[config.mk]
export PLATFORM = sky130hd
export DESIGN_NAME = cache_mem_arbiter
export DESIGN_NICKNAME = d
export VERILOG_FILES = /design/src/rtl/cache_mem_arbiter.sv
export SDC_FILE = /design/constraint.sdc
export NUM_CORES = 1
export LEC_CHECK = 0
export ABC_CLOCK_PERIOD_IN_PS = 6100
export CORE_AREA = 2 2 108 110
export DETAILED_ROUTE_END_ITERATION = 6
export DIE_AREA = 0 0 110 112
export DONT_BUFFER_PORTS = 1
export MAX_ROUTING_LAYER = met4
export PLACE_DENSITY = 0.3
export SLEW_MARGIN = 20
export SYNTH_ARGS = -nofsm -noshare
export SYNTH_HDL_FRONTEND = slang
export SYNTH_SLANG_ARGS = --single-unit
[constraint.sdc]
create_clock -name clk -period 6.1 [get_ports clk]
set_clock_uncertainty 0.1 [all_clocks]
set_input_delay 1.22 -clock clk [delete_from_list [all_inputs] [get_ports clk]]
set_output_delay 1.22 -clock clk [all_outputs]
set_load 0.005 [all_outputs]
[src/rtl/cache_mem_arbiter.sv]
// rtl/cache_mem_arbiter.sv - round-robin arbiter sharing one memory bus between iCache and dCache
module cache_mem_arbiter #(
    parameter int LINE_WORDS = 8,
    parameter int ADDR_W     = 32,
    parameter int CNT_W      = $clog2(LINE_WORDS) + 1
) (
    input  logic              clk,
    input  logic              reset,
    input  logic              i_req,
    input  logic [ADDR_W-1:0] i_addr,
    input  logic              i_single,
    output logic              i_addr_ok,
    output logic              i_data_ok,
    output logic [31:0]       i_rdata,
    input  logic              d_req,
    input  logic              d_wr,
    input  logic [1:0]        d_size,
    input  logic [ADDR_W-1:0] d_addr,
    input  logic [31:0]       d_wdata,
    input  logic              d_single,
    output logic              d_addr_ok,
    output logic              d_data_ok,
    output logic [31:0]       d_rdata,
    output logic              mem_req,
    output logic              mem_wr,
    output logic [1:0]        mem_size,
    output logic [ADDR_W-1:0] mem_addr,
    output logic [31:0]       mem_wdata,
    input  logic              mem_addr_ok,
    input  logic              mem_data_ok,
    input  logic [31:0]       mem_rdata,
    output logic              busy
);

    typedef enum logic [1:0] {IDLE, GNT_I, GNT_D} state_t;

    state_t           state;
    logic             last_d;
    logic [CNT_W-1:0] target;
    logic [CNT_W-1:0] addr_cnt;
    logic [CNT_W-1:0] data_cnt;
    logic             addr_full;

    localparam logic [CNT_W-1:0] LINE_CNT = CNT_W'(LINE_WORDS);
    localparam logic [CNT_W-1:0] ONE_CNT  = CNT_W'(1);

    assign addr_full = (addr_cnt == target);

    // Bus side and master side are pure steering from the granted master.
    always_comb begin
        mem_req   = 1'b0;
        mem_wr    = 1'b0;
        mem_size  = 2'b00;
        mem_addr  = '0;
        mem_wdata = '0;
        i_addr_ok = 1'b0;
        i_data_ok = 1'b0;
        i_rdata   = '0;
        d_addr_ok = 1'b0;
        d_data_ok = 1'b0;
        d_rdata   = '0;
        busy      = 1'b0;
        case (state)
            GNT_I: begin
                busy      = 1'b1;
                mem_req   = i_req & ~addr_full;
                mem_size  = 2'b10;
                mem_addr  = i_addr;
                i_addr_ok = mem_addr_ok;
                i_data_ok = mem_data_ok;
                i_rdata   = mem_rdata;
            end
            GNT_D: begin
                busy      = 1'b1;
                mem_req   = d_req & ~addr_full;
                mem_wr    = d_wr;
                mem_size  = d_size;
                mem_addr  = d_addr;
                mem_wdata = d_wdata;
                d_addr_ok = mem_addr_ok;
                d_data_ok = mem_data_ok;
                d_rdata   = mem_rdata;
            end
            default: ;
        endcase
    end

    always_ff @(posedge clk) begin
        if (reset) begin
            state    <= IDLE;
            last_d   <= 1'b0;
            target   <= '0;
            addr_cnt <= '0;
            data_cnt <= '0;
        end else begin
            case (state)
                IDLE: begin
                    // On a tie the master that did not go last wins.
                    if (d_req && (!i_req || !last_d)) begin
                        state  <= GNT_D;
                        last_d <= 1'b1;
                        target <= d_single ? ONE_CNT : LINE_CNT;
                    end else if (i_req) begin
                        state  <= GNT_I;
                        last_d <= 1'b0;
                        target <= i_single ? ONE_CNT : LINE_CNT;
                    end
                end
                default: begin
                    if (mem_req && mem_addr_ok)
                        addr_cnt <= addr_cnt + ONE_CNT;
                    if (mem_data_ok) begin
                        if (data_cnt == target - ONE_CNT) begin
                            state    <= IDLE;
                            addr_cnt <= '0;
                            data_cnt <= '0;
                        end else begin
                            data_cnt <= data_cnt + ONE_CNT;
                        end
                    end
                end
            endcase
        end
    end

endmodule

==> results.toml <==
[setup_path]
critPathTopFamily = "simple AND/OR/NAND/NOR gates"
timing.critical_path.fanout_max = 35
critical_path.max_stage_delay_ns = 0.95
worst-path-buf-inv = 1
crit_arrival_ns = 2.75
cp_cell_sequence = "inv_1 > ha_1 > and2_1 > a22o_1"
worstSetupStartpointType = "flip-flop"
crit_path_end_kind = "output pin"
worst-setup-path-type = "flip-flop to output pin"
required_ns = 4.78
crit_path_top_delay_cell = "sky130_fd_sc_hd__and2_1"

[logic_synthesis]
synth_async_sr_flop_share = 0
ys_types = 38
synth_seq_area_share = 0.152
syn-instance-count = 235
synth_seq_cells = 13
postSynth.topFlopCell = "sky130_fd_sc_hd__dfxtp_1"
post_synth.cell_area_avg_um2 = 7.30
synth_fp_nets = 379
synthesis.area_um2 = 1720
synth-warning-count = 0
synth_edf_count = 0

[place]
hpwl_mm = 6.65
placedInstanceArea_um2 = 1820
globalplace.congestion = 0.781
port-buffer-count = 0

[power_and_ir_drop]
leakage_uw = 0.000723
total_power_uw = 361
vdd_ir_drop_max_uv = 111
power_density_nw_per_um2 = 189

[layout]
stdcell_area_um2 = 1910
layout_commonest_cell = "sky130_fd_sc_hd__and2_1"
most-common-layout-cells = "sky130_fd_sc_hd__and2_1, sky130_fd_sc_hd__a22o_1, sky130_fd_sc_hd__dfxtp_1"
area.growth.synth_to_final_pct = 11.1
fraction_of_final_layout_cells_sized_beyond_drive_strength_1 = 0.0273
num-nets-final = 365

[floorplan]
dieWidth_um = 110
io_pins = 276
die_height_um = 112
start_util = 0.154
die_area_um2 = 12300
core_um2 = 11200
rows = 39

[global_routing]
grt_start_max_net_pins = 71
vias_in_the_first_global_route = 1538
grt_remaining_overflow = 0
global_route_wire_length_before_repair_mm = 10.1
antenna_found_initial = 1
global_route.usage.total = 0.114

[sta]
layout_worst_path_cycle_share = 0.667
fin_crit_ns = 4.07
report.final.slew_viol_count = 0
timing.final.hold_violations = 0
max_slew_margin = 0.287
fin_hold_ws_ns = 0.370
setup-violations-final = 0
tns_ns = 0
rsz0062_at_grt = "no"
tightestPinTransition_ns = 1.07
fmax_ghz = 0.246

[clocking]
cts-buffers-inserted = 3
postCtsHoldBufs = 0
htree_levels = 1
post_cts_buffers = 0
cts_max_path_buffers = 2
tritoncts = "built"
tritoncts_num_sinks = 13
post_cts_resized = 0
clk_root_buffer_cell = "sky130_fd_sc_hd__clkbuf_16"
cts.clk_slew.worst_paths_ns = 0.05
insertion_delay_ns = 0.24

[drt]
drt_pass1_iterations = 4
drc = 0
viasPerCell = 4.68
drtIter0Drc = 78
routed_wire_per_std_cell_um = 21.7
routed-via-count = 1703
drt_wl_total_mm = 7.91
detail-route-antenna-nets = 0

[min_path]
hold_wc_path_type = "flip-flop to flip-flop"

[run_status]
status = "complete, no violations"

[flow_run]
maxCapViolCount = 0
-- final timing paths --
path | cells after the start | startpoint | slack (ns) | endpoint
worst min register to register | 1 | last_d | 0.37 | last_d
worst min-delay path | 1 | last_d | 0.37 | last_d
worst max register to register | 6 | state[0] | 3.34 | addr_cnt[2]
worst max-delay path | 4 | state[1] | 2.03 | mem_addr[24]
-- state kept, by name, indices dropped and copies added, names as in the netlist --
register,cells
addr_cnt,4
state,2
last_d,1
target,2
data_cnt,4
-- cell families after synthesis --
kind of cell               after synthesis  synth area share
buffers and inverters                   24            0.0532
muxes                                    3            0.0175
adders and majority gates                5            0.0365
AOI/OAI and AO/OA                       53             0.244
xor gates and xnor gates                 7            0.0357
and+or+nand+nor                        130             0.462
DFF                                     13             0.152
-- metrics by stage --
step                setup slack (ns)   util  cells
floorplan                       3.04      -    235
global placement                2.44  0.163    359
detailed placement              2.30  0.163    359
CTS                             2.05  0.170    363
global route                    1.74  0.171    364
finish                          2.03  0.171    364
-- power breakdown --
part           switching (µW)  leakage (µW)  internal [µW]
clock                    38.9     0.0000382           88.5
combinational            85.2      0.000579           51.4
sequential               5.95      0.000106           90.7
total                     130      0.000723            231
-- cell usage after synthesis (all sizes together), types with 2 or more instances --
| master | number | area, µm² |
|---|---|---|
| and2 | 103 | 646 |
| o21bai | 2 | 15.0 |
| dfxtp | 13 | 260 |
| o21ai | 3 | 15.0 |
| a22o | 32 | 280 |
| inv | 5 | 18.8 |
| clkbuf | 18 | 67.6 |
| mux2i | 3 | 30.0 |
| ha | 5 | 62.6 |
| nand2 | 6 | 22.5 |
| nor2 | 7 | 26.3 |
| xor2 | 2 | 17.5 |
| xnor2 | 5 | 43.8 |
| a21oi | 6 | 30.0 |
| nand2b | 3 | 18.8 |
-- layout make-up --
| class | count | area [µm²] |
|---|---|---|
| Sequential cell | 13 | 260 |
| Tap cell | 143 | 179 |
| Inverter | 5 | 18.8 |
| Antenna cell | 1 | 2.50 |
| Multi-Input combinational cell | 198 | 1370 |
| Clock buffer | 4 | 78.8 |
| Fill cell | 1270 | 9270 |
-- layer usage --
layer  vias up  GRT usage  routed length, µm
met2       101      0.188               4050
li1        771          -                  -
met4         0     0.0177                 34
met3         4     0.0181                536
met5         -          -                  0
met1       827      0.148               3290
Note: power is estimated with default switching activity, not from simulation.
